$ cat config.mk
export PLATFORM = sky130hd
export DESIGN_NAME = pic_inta_initiator
export DESIGN_NICKNAME = d
export VERILOG_FILES = /design/src/rtl/pic_inta_initiator_pkg.sv /design/src/rtl/pic_inta_initiator_sync2.sv /design/src/rtl/pic_inta_initiator.sv
export SDC_FILE = /design/constraint.sdc
export NUM_CORES = 1
export LEC_CHECK = 0
export CAP_MARGIN = 15
export CELL_PAD_IN_SITES_DETAIL_PLACEMENT = 1
export CELL_PAD_IN_SITES_GLOBAL_PLACEMENT = 2
export CORE_UTILIZATION = 26
export CTS_BUF_LIST = sky130_fd_sc_hd__clkbuf_8
export CTS_CLUSTER_SIZE = 14
export DETAILED_ROUTE_END_ITERATION = 6
export PLACE_DENSITY = 0.81
export SLEW_MARGIN = 10
export SYNTH_ARGS = -nofsm -noshare
export SYNTH_HDL_FRONTEND = slang
export SYNTH_HIERARCHICAL = 1
export SYNTH_SLANG_ARGS = --single-unit
$ cat constraint.sdc
create_clock -name clk -period 1.7 [get_ports clk]
set_clock_uncertainty 0.1 [all_clocks]
set_input_delay 0.34 -clock clk [delete_from_list [all_inputs] [get_ports clk]]
set_output_delay 0.34 -clock clk [all_outputs]
set_load 0.1 [all_outputs]
$ cat src/rtl/pic_inta_initiator_pkg.sv
// Shared types and constants for the interrupt-acknowledge initiator.
// PIC_INTA_EOI_WRITER_EN adds the EOI write states to the state encoding.
package pic_inta_initiator_pkg;

    localparam int PULSE_CYC_DEF = 2;
    localparam int GAP_CYC_DEF   = 2;

    // OCW2 non-specific EOI command byte.
    localparam logic [7:0] OCW2_NS_EOI = 8'h20;

    typedef enum logic [2:0] {
        ST_IDLE = 3'd0,
        ST_P1   = 3'd1,
        ST_G1   = 3'd2,
        ST_P2   = 3'd3,
        ST_VEC  = 3'd4
`ifdef PIC_INTA_EOI_WRITER_EN
        ,
        ST_EW   = 3'd5,
        ST_EG   = 3'd6
`endif
    } state_e;

    function automatic int max2(input int a, input int b);
        return (a > b) ? a : b;
    endfunction

endpackage

$ cat src/rtl/pic_inta_initiator_sync2.sv
// Two-flop synchronizer with asynchronous active-low reset.
module pic_sync2 (
    input  logic clk,
    input  logic rst_n,
    input  logic d,
    output logic q
);

    logic meta_r;
    logic sync_r;

    // Metastability filter chain.
    always_ff @(posedge clk or negedge rst_n) begin
        if (!rst_n) begin
            meta_r <= 1'b0;
            sync_r <= 1'b0;
        end else begin
            meta_r <= d;
            sync_r <= meta_r;
        end
    end

    assign q = sync_r;

endmodule

$ cat src/rtl/pic_inta_initiator.sv
// CPU-side INTA initiator: two INTA_n pulses, vector capture, valid/ready handoff.
// Define PIC_INTA_EOI_WRITER_EN to include the non-specific EOI write path.
module pic_inta_initiator
    import pic_inta_initiator_pkg::*;
#(
    parameter int PULSE_CYC = PULSE_CYC_DEF,
    parameter int GAP_CYC   = GAP_CYC_DEF
) (
    input  logic       clk,
    input  logic       rst_n,
    input  logic       int_in,
    input  logic       int_enable,
    input  logic [7:0] data_in,
    output logic       inta_n,
    output logic [7:0] vector,
    output logic       vector_valid,
    input  logic       vector_ready,
    input  logic       eoi_req,
    output logic       eoi_ack,
    output logic       wr_n,
    output logic       a0,
    output logic [7:0] data_out,
    output logic       data_oe,
    output logic       busy
);

    localparam int              CW        = $clog2(max2(PULSE_CYC, GAP_CYC) + 1);
    localparam logic [CW-1:0]   PULSE_LD  = CW'(PULSE_CYC - 1);
    localparam logic [CW-1:0]   GAP_LD    = CW'(GAP_CYC - 1);
    localparam logic [CW-1:0]   CNT_ZERO  = CW'(0);
    localparam logic [CW-1:0]   CNT_ONE   = CW'(1);

    logic          int_s;
    state_e        state_r;
    state_e        state_s;
    logic [CW-1:0] cnt_r;
    logic [CW-1:0] cnt_s;
    logic          cap_s;
    logic          inta_n_r;
    logic [7:0]    vector_r;
    logic          vector_valid_r;
    logic          busy_r;

    pic_sync2 u_int_sync (
        .clk   (clk),
        .rst_n (rst_n),
        .d     (int_in),
        .q     (int_s)
    );

`ifdef PIC_INTA_EOI_WRITER_EN
    logic       ack_s;
    logic       wr_n_r;
    logic       data_oe_r;
    logic [7:0] data_out_r;
    logic       eoi_ack_r;
`endif

    // State and phase counter registers.
    always_ff @(posedge clk or negedge rst_n) begin
        if (!rst_n) begin
            state_r <= ST_IDLE;
            cnt_r   <= CNT_ZERO;
        end else begin
            state_r <= state_s;
            cnt_r   <= cnt_s;
        end
    end

    // Next-state logic; each timed phase loads N-1 on entry and leaves at zero.
    always_comb begin
        state_s = state_r;
        cnt_s   = cnt_r;
        cap_s   = 1'b0;
`ifdef PIC_INTA_EOI_WRITER_EN
        ack_s   = 1'b0;
`endif
        case (state_r)
            ST_IDLE: begin
`ifdef PIC_INTA_EOI_WRITER_EN
                if (eoi_req) begin
                    state_s = ST_EW;
                    cnt_s   = PULSE_LD;
                end else if (int_s && int_enable) begin
                    state_s = ST_P1;
                    cnt_s   = PULSE_LD;
                end else begin
                    state_s = ST_IDLE;
                end
`else
                if (int_s && int_enable) begin
                    state_s = ST_P1;
                    cnt_s   = PULSE_LD;
                end else begin
                    state_s = ST_IDLE;
                end
`endif
            end
            ST_P1: begin
                if (cnt_r == CNT_ZERO) begin
                    state_s = ST_G1;
                    cnt_s   = GAP_LD;
                end else begin
                    cnt_s = cnt_r - CNT_ONE;
                end
            end
            ST_G1: begin
                if (cnt_r == CNT_ZERO) begin
                    state_s = ST_P2;
                    cnt_s   = PULSE_LD;
                end else begin
                    cnt_s = cnt_r - CNT_ONE;
                end
            end
            ST_P2: begin
                if (cnt_r == CNT_ZERO) begin
                    state_s = ST_VEC;
                    cap_s   = 1'b1;
                end else begin
                    cnt_s = cnt_r - CNT_ONE;
                end
            end
            ST_VEC: begin
                if (vector_valid_r && vector_ready) begin
                    state_s = ST_IDLE;
                end else begin
                    state_s = ST_VEC;
                end
            end
`ifdef PIC_INTA_EOI_WRITER_EN
            ST_EW: begin
                if (cnt_r == CNT_ZERO) begin
                    state_s = ST_EG;
                    cnt_s   = GAP_LD;
                end else begin
                    cnt_s = cnt_r - CNT_ONE;
                end
            end
            ST_EG: begin
                if (cnt_r == CNT_ZERO) begin
                    state_s = ST_IDLE;
                    ack_s   = 1'b1;
                end else begin
                    cnt_s = cnt_r - CNT_ONE;
                end
            end
`endif
            default: begin
                state_s = ST_IDLE;
                cnt_s   = CNT_ZERO;
            end
        endcase
    end

    // INTA-side outputs are registered from the next state so strobes align with state entry.
    always_ff @(posedge clk or negedge rst_n) begin
        if (!rst_n) begin
            inta_n_r       <= 1'b1;
            vector_r       <= 8'h00;
            vector_valid_r <= 1'b0;
            busy_r         <= 1'b0;
        end else begin
            inta_n_r       <= !((state_s == ST_P1) || (state_s == ST_P2));
            vector_valid_r <= (state_s == ST_VEC);
            busy_r         <= (state_s != ST_IDLE);
            if (cap_s) begin
                vector_r <= data_in;
            end
        end
    end

    assign inta_n       = inta_n_r;
    assign vector       = vector_r;
    assign vector_valid = vector_valid_r;
    assign busy         = busy_r;
    assign a0           = 1'b0;

`ifdef PIC_INTA_EOI_WRITER_EN
    // EOI write strobes; data stays driven through the gap as hold time.
    always_ff @(posedge clk or negedge rst_n) begin
        if (!rst_n) begin
            wr_n_r     <= 1'b1;
            data_oe_r  <= 1'b0;
            data_out_r <= 8'h00;
            eoi_ack_r  <= 1'b0;
        end else begin
            wr_n_r     <= (state_s != ST_EW);
            data_oe_r  <= (state_s == ST_EW) || (state_s == ST_EG);
            data_out_r <= ((state_s == ST_EW) || (state_s == ST_EG)) ? OCW2_NS_EOI : 8'h00;
            eoi_ack_r  <= ack_s;
        end
    end

    assign wr_n     = wr_n_r;
    assign data_oe  = data_oe_r;
    assign data_out = data_out_r;
    assign eoi_ack  = eoi_ack_r;
`else
    logic eoi_req_unused_s;
    assign eoi_req_unused_s = eoi_req;
    assign wr_n     = 1'b1;
    assign data_oe  = 1'b0;
    assign data_out = 8'h00;
    assign eoi_ack  = 1'b0;
`endif

endmodule

-- Word-level counts from Yosys, hierarchy flattened
Cells that the tools add are included.
- $add $sub $neg: 1
- equal/unequal tests: 9
- multiplexer cells: 12
- bitwise gates (word level): 1
- reduce and logical (&&, ||, !) cells: 9
- operator list (kind ; number):
    $pmux 3 s5 ; 1
    $mux 3 ; 4
    $eq 3x2->1 const B ; 3
    $pmux 2 s4 ; 1
    $eq 3x1->1 const B ; 2
    $eq 3x3->1 const B ; 2
    $mux 2 ; 3
    $ne 2x2->1 const B ; 2
    $logic_not 3->1 ; 1
    $mux 1 ; 3
    $reduce_and 3->1 ; 1
    $reduce_bool 3->1 ; 1
    $logic_and 1x1->1 ; 2
    $logic_not 2->1 ; 1
    $reduce_or 2->1 ; 1
    $sub 2x1->2 const B ; 1
    $logic_not 1->1 ; 1
    $logic_or 1x1->1 ; 1
    $not 1->1 ; 1
- bits in registers: 18
- input port bits: 14

-- Depth between registers and ports, before layout
- word-level depth: 6
- depth in mapped cells: 6
- depth with buffers taken out: 5

-- Cells and area by module
The synthesis kept the hierarchy.
- by module, submodules not included (module ; instances ; cells each ; area an instance (sq um) ; sequential area each (sq um)):
    pic_inta_initiator ; 1 ; 69 ; 822.0 ; 401.6
    pic_sync2 ; 1 ; 2 ; 50.0 ; 50.0

-- Least setup slack after synthesis
OpenSTA, ideal clock, no wires.
- kind: reg-to-reg
- start point: reg cnt_r[0]
- end point: reg cnt_r[1]
- library setup time: 0.082 ns
- data arrival time: 1.311 ns
- required time: 1.518 ns
- path slack: 0.207 ns
- stages on the path, launching flop included: 6
- buffers on the path: 0
- period minus slack after synthesis: 1.493 ns
- path through: dfrtp_1 -> inv_1 -> ha_1 -> and2_4 -> a221o_1 -> o22ai_1
- word-level cells in the longest chain between the ends: 3
- ends and longest elaborated chain (element ; RTL line ; source):
    start, declared ; pic_inta_initiator.sv:36 ; logic [CW-1:0] cnt_r;
    start signal, assigned ; pic_inta_initiator.sv:66 ; cnt_r <= cnt_s;
    $sub 2x1->2 / $logic_not 2->1 (equally long branches) ; -- ;
    $mux 2, or another cell as far along ; pic_inta_initiator.sv:116 ; if (cnt_r == CNT_ZERO) begin
    $pmux 2 s4 / $reduce_and 3->1 (equally long branches) ; -- ;
Parallel ways exist; a longest one is shown, timed or not. The select of a mux whose other input is x is not followed.
A chain may end at the register's enable or synchronous reset.

-- Final worst setup path
Same ends and word-level chain as after synthesis.

==> flow_summary.json <==
{
  "grt.overflow.total": 0,
  "seqCellArea_um2": 452,
  "timing.rr.start": "cnt_r[0]",
  "coreArea_mm2": 0.00313,
  "worstSkewPairLatency_ps": 250,
  "ys_ff_latch": 18,
  "maxSlewViolCount": 0,
  "syn2layout_area_growth_pct": 49.4,
  "die_h_um": 59.9,
  "ys_top_cells_by_area": "dfrtp_1, buf_4, mux2_4",
  "worst_ep_arrival_time_ps": 1710,
  "multiInputGateArea_um2": 350,
  "avgSynthCellArea_um2": 12.3,
  "grt_start_max_net_pins": 19,
  "setup_slack_ps": 69.7,
  "critPathCapture": "cnt_r[1]",
  "dieArea_mm2": 0.00359,
  "crit_start": "cnt_r[0]",
  "synth_area_um2": 872,
  "post-synth-top-area-cell": "dfrtp_1",
  "drive_gt1_share_pct": 31.6,
  "tritoncts": "done",
  "synth_edf_count": 0,
  "post-place-ws_ps": 55.2,
  "dr_wl_met3_um": 77,
  "grt_pass1_wl_mm": 2.86,
  "fin_setup_tns_ps": 0,
  "critPathCaptureType": "flip-flop",
  "fin_cells": 142,
  "drt_iter0_drc": 7,
  "synth-seq-area-share_pct": 51.8,
  "drt_pass1_iterations": 3,
  "wl_met1_um": 736,
  "synth_top_area_share_pct": 48.8,
  "track_usage_pct": 11.2,
  "drc_errors": 0,
  "ant_nets": 0,
  "min_path_type": "reg -> reg",
  "hold_viol": 0,
  "grt_pass1_vias": 595,
  "numCtsBuffers": 3,
  "die_w_um": 59.9,
  "start_util_pct": 27.9,
  "status": "finished, final reports clean",
  "r2r-end": "cnt_r[1]",
  "dpl.cell_count": 137,
  "async_reset_ff_share_pct": 100,
  "cts_root_buffer": "clkbuf_8",
  "ios": 37,
  "wire_per_inst_um": 12.9,
  "wl_met2_mm": 1.02,
  "r2r_slack_ps": 70,
  "final_common_cell": "dfrtp_1",
  "fill_cells": 337,
  "vias": 577,
  "holdBufCountCts": 0,
  "port_buffers": 23,
  "numClockSinks": 18,
  "highest_layer": "met3",
  "min_period_over_period_pct": 95.9,
  "clkSlewWorstSetupHoldPaths_ps": 70,
  "critPathMaxFanout": 4,
  "setup_violations": 0,
  "hpwl_mm": 1.45,
  "antenna_found_initial": 0,
  "min_period_ps": 1630,
  "syn_inst": 71,
  "synth-main-ff-cell": "dfrtp_1",
  "drv_cap": 0,
  "layout_common_cells": "dfrtp_1, conb_1, clkdlybuf4s50_1, buf_12, mux2_4",
  "via_per_inst": 4.06,
  "reg2reg_depth": 5,
  "yosysWarnings": 6,
  "cp-start-kind": "flip-flop",
  "final_core_util_pct": 41.6,
  "nNetsFinal": 115,
  "std_cell_rows": 20,
  "htreeDepth": 1,
  "antenna_cells": 0,
  "path_class": "reg -> reg",
  "clock.fmax_mhz": 613,
  "post_synth_num_cell_types": 29,
  "required_ps": 1780,
  "finalWirelength_mm": 1.83,
  "clk_path_buf_depth": 2,
  "gp_congestion": 0.828
}
-- worst min path at each step --
stage	start	to	slack [ps]	depth (start not counted)
2_1_floorplan	rst_n	busy	-60	0
3_3_place_gp	u_int_sync/meta_r	u_int_sync/q	230	0
3_5_place_dp	u_int_sync/meta_r	u_int_sync/q	240	0
4_1_cts	u_int_sync/meta_r	u_int_sync/q	260	0
5_1_grt	u_int_sync/meta_r	u_int_sync/q	270	0
6_report	u_int_sync/meta_r	u_int_sync/q	260	0
-- cells by family (layout without fill, tap and decap cells) --
group	count (synthesis)	count (layout)	synth area share, %
AO/OA/AOI/OAI	7	7	5.74
adder cells (fa/ha/maj)	2	2	2.87
XOR/XNOR	2	2	2.01
buffers and inverters	16	33	13.1
AND/OR/NAND/NOR	16	16	10.8
other	2	12	0.861
multiplexers	8	8	12.9
flip-flops	18	18	51.8
-- Yosys cell counts, types with 2 or more instances --
cell	count
mux2_4	6
nand3_1	2
ha_1	2
conb_1	2
mux2_2	2
dfrtp_1	17
inv_1	2
buf_4	12
nor2_1	2
nand2_1	5
-- final cells by class --
cell class / instances / share of cell area [%]
Sequential cell: 18 / 34.7
Timing Repair Buffer: 27 / 29.4
Multi-Input combinational cell: 47 / 26.9
Clock buffer: 4 / 4.23
Tap cell: 44 / 4.23
Inverter: 2 / 0.576
-- state kept, by name, indices dropped and copies added, names as in the netlist --
| signal | flops |
|---|---|
| u_int_sync/meta_r | 1 |
| state_r | 3 |
| u_int_sync/q | 1 |
| vector | 8 |
| vector_valid | 1 |
| busy | 1 |
| inta_n | 1 |
| cnt_r | 2 |
-- metal layers --
metal	track usage [%]	up-vias
li1	-	265
met2	18.6	20
met1	13.6	292
met4	2.99	0
met3	4.11	0
met5	0	-
-- stage by stage --
step           cell area [um2]  hold slack (ps)
3_5_place_dp              1230              241
4_1_cts                   1290              256
2_1_floorplan              910            -55.6
6_report                  1300              259
3_3_place_gp              1230              231
5_1_grt                   1300              266
-- worst max-delay path: stages (launching register included) --
cell and delay (ps):
dfrtp_1 380, inv_1 50, ha_1 250, and2_4 190, a221o_1 400, o22ai_2 180
-- what timing repair did --
| action | in CTS | in global routing |
|---|---|---|
| setup buffers | 0 | 1 |
| gates resized for setup | 0 | 1 |
| endpoints found under the setup margin | 0 | 1 |
Power is left out: the tool's default activity adds up to more than one toggle a clock period on the data nets, which glitch-free logic cannot reach.
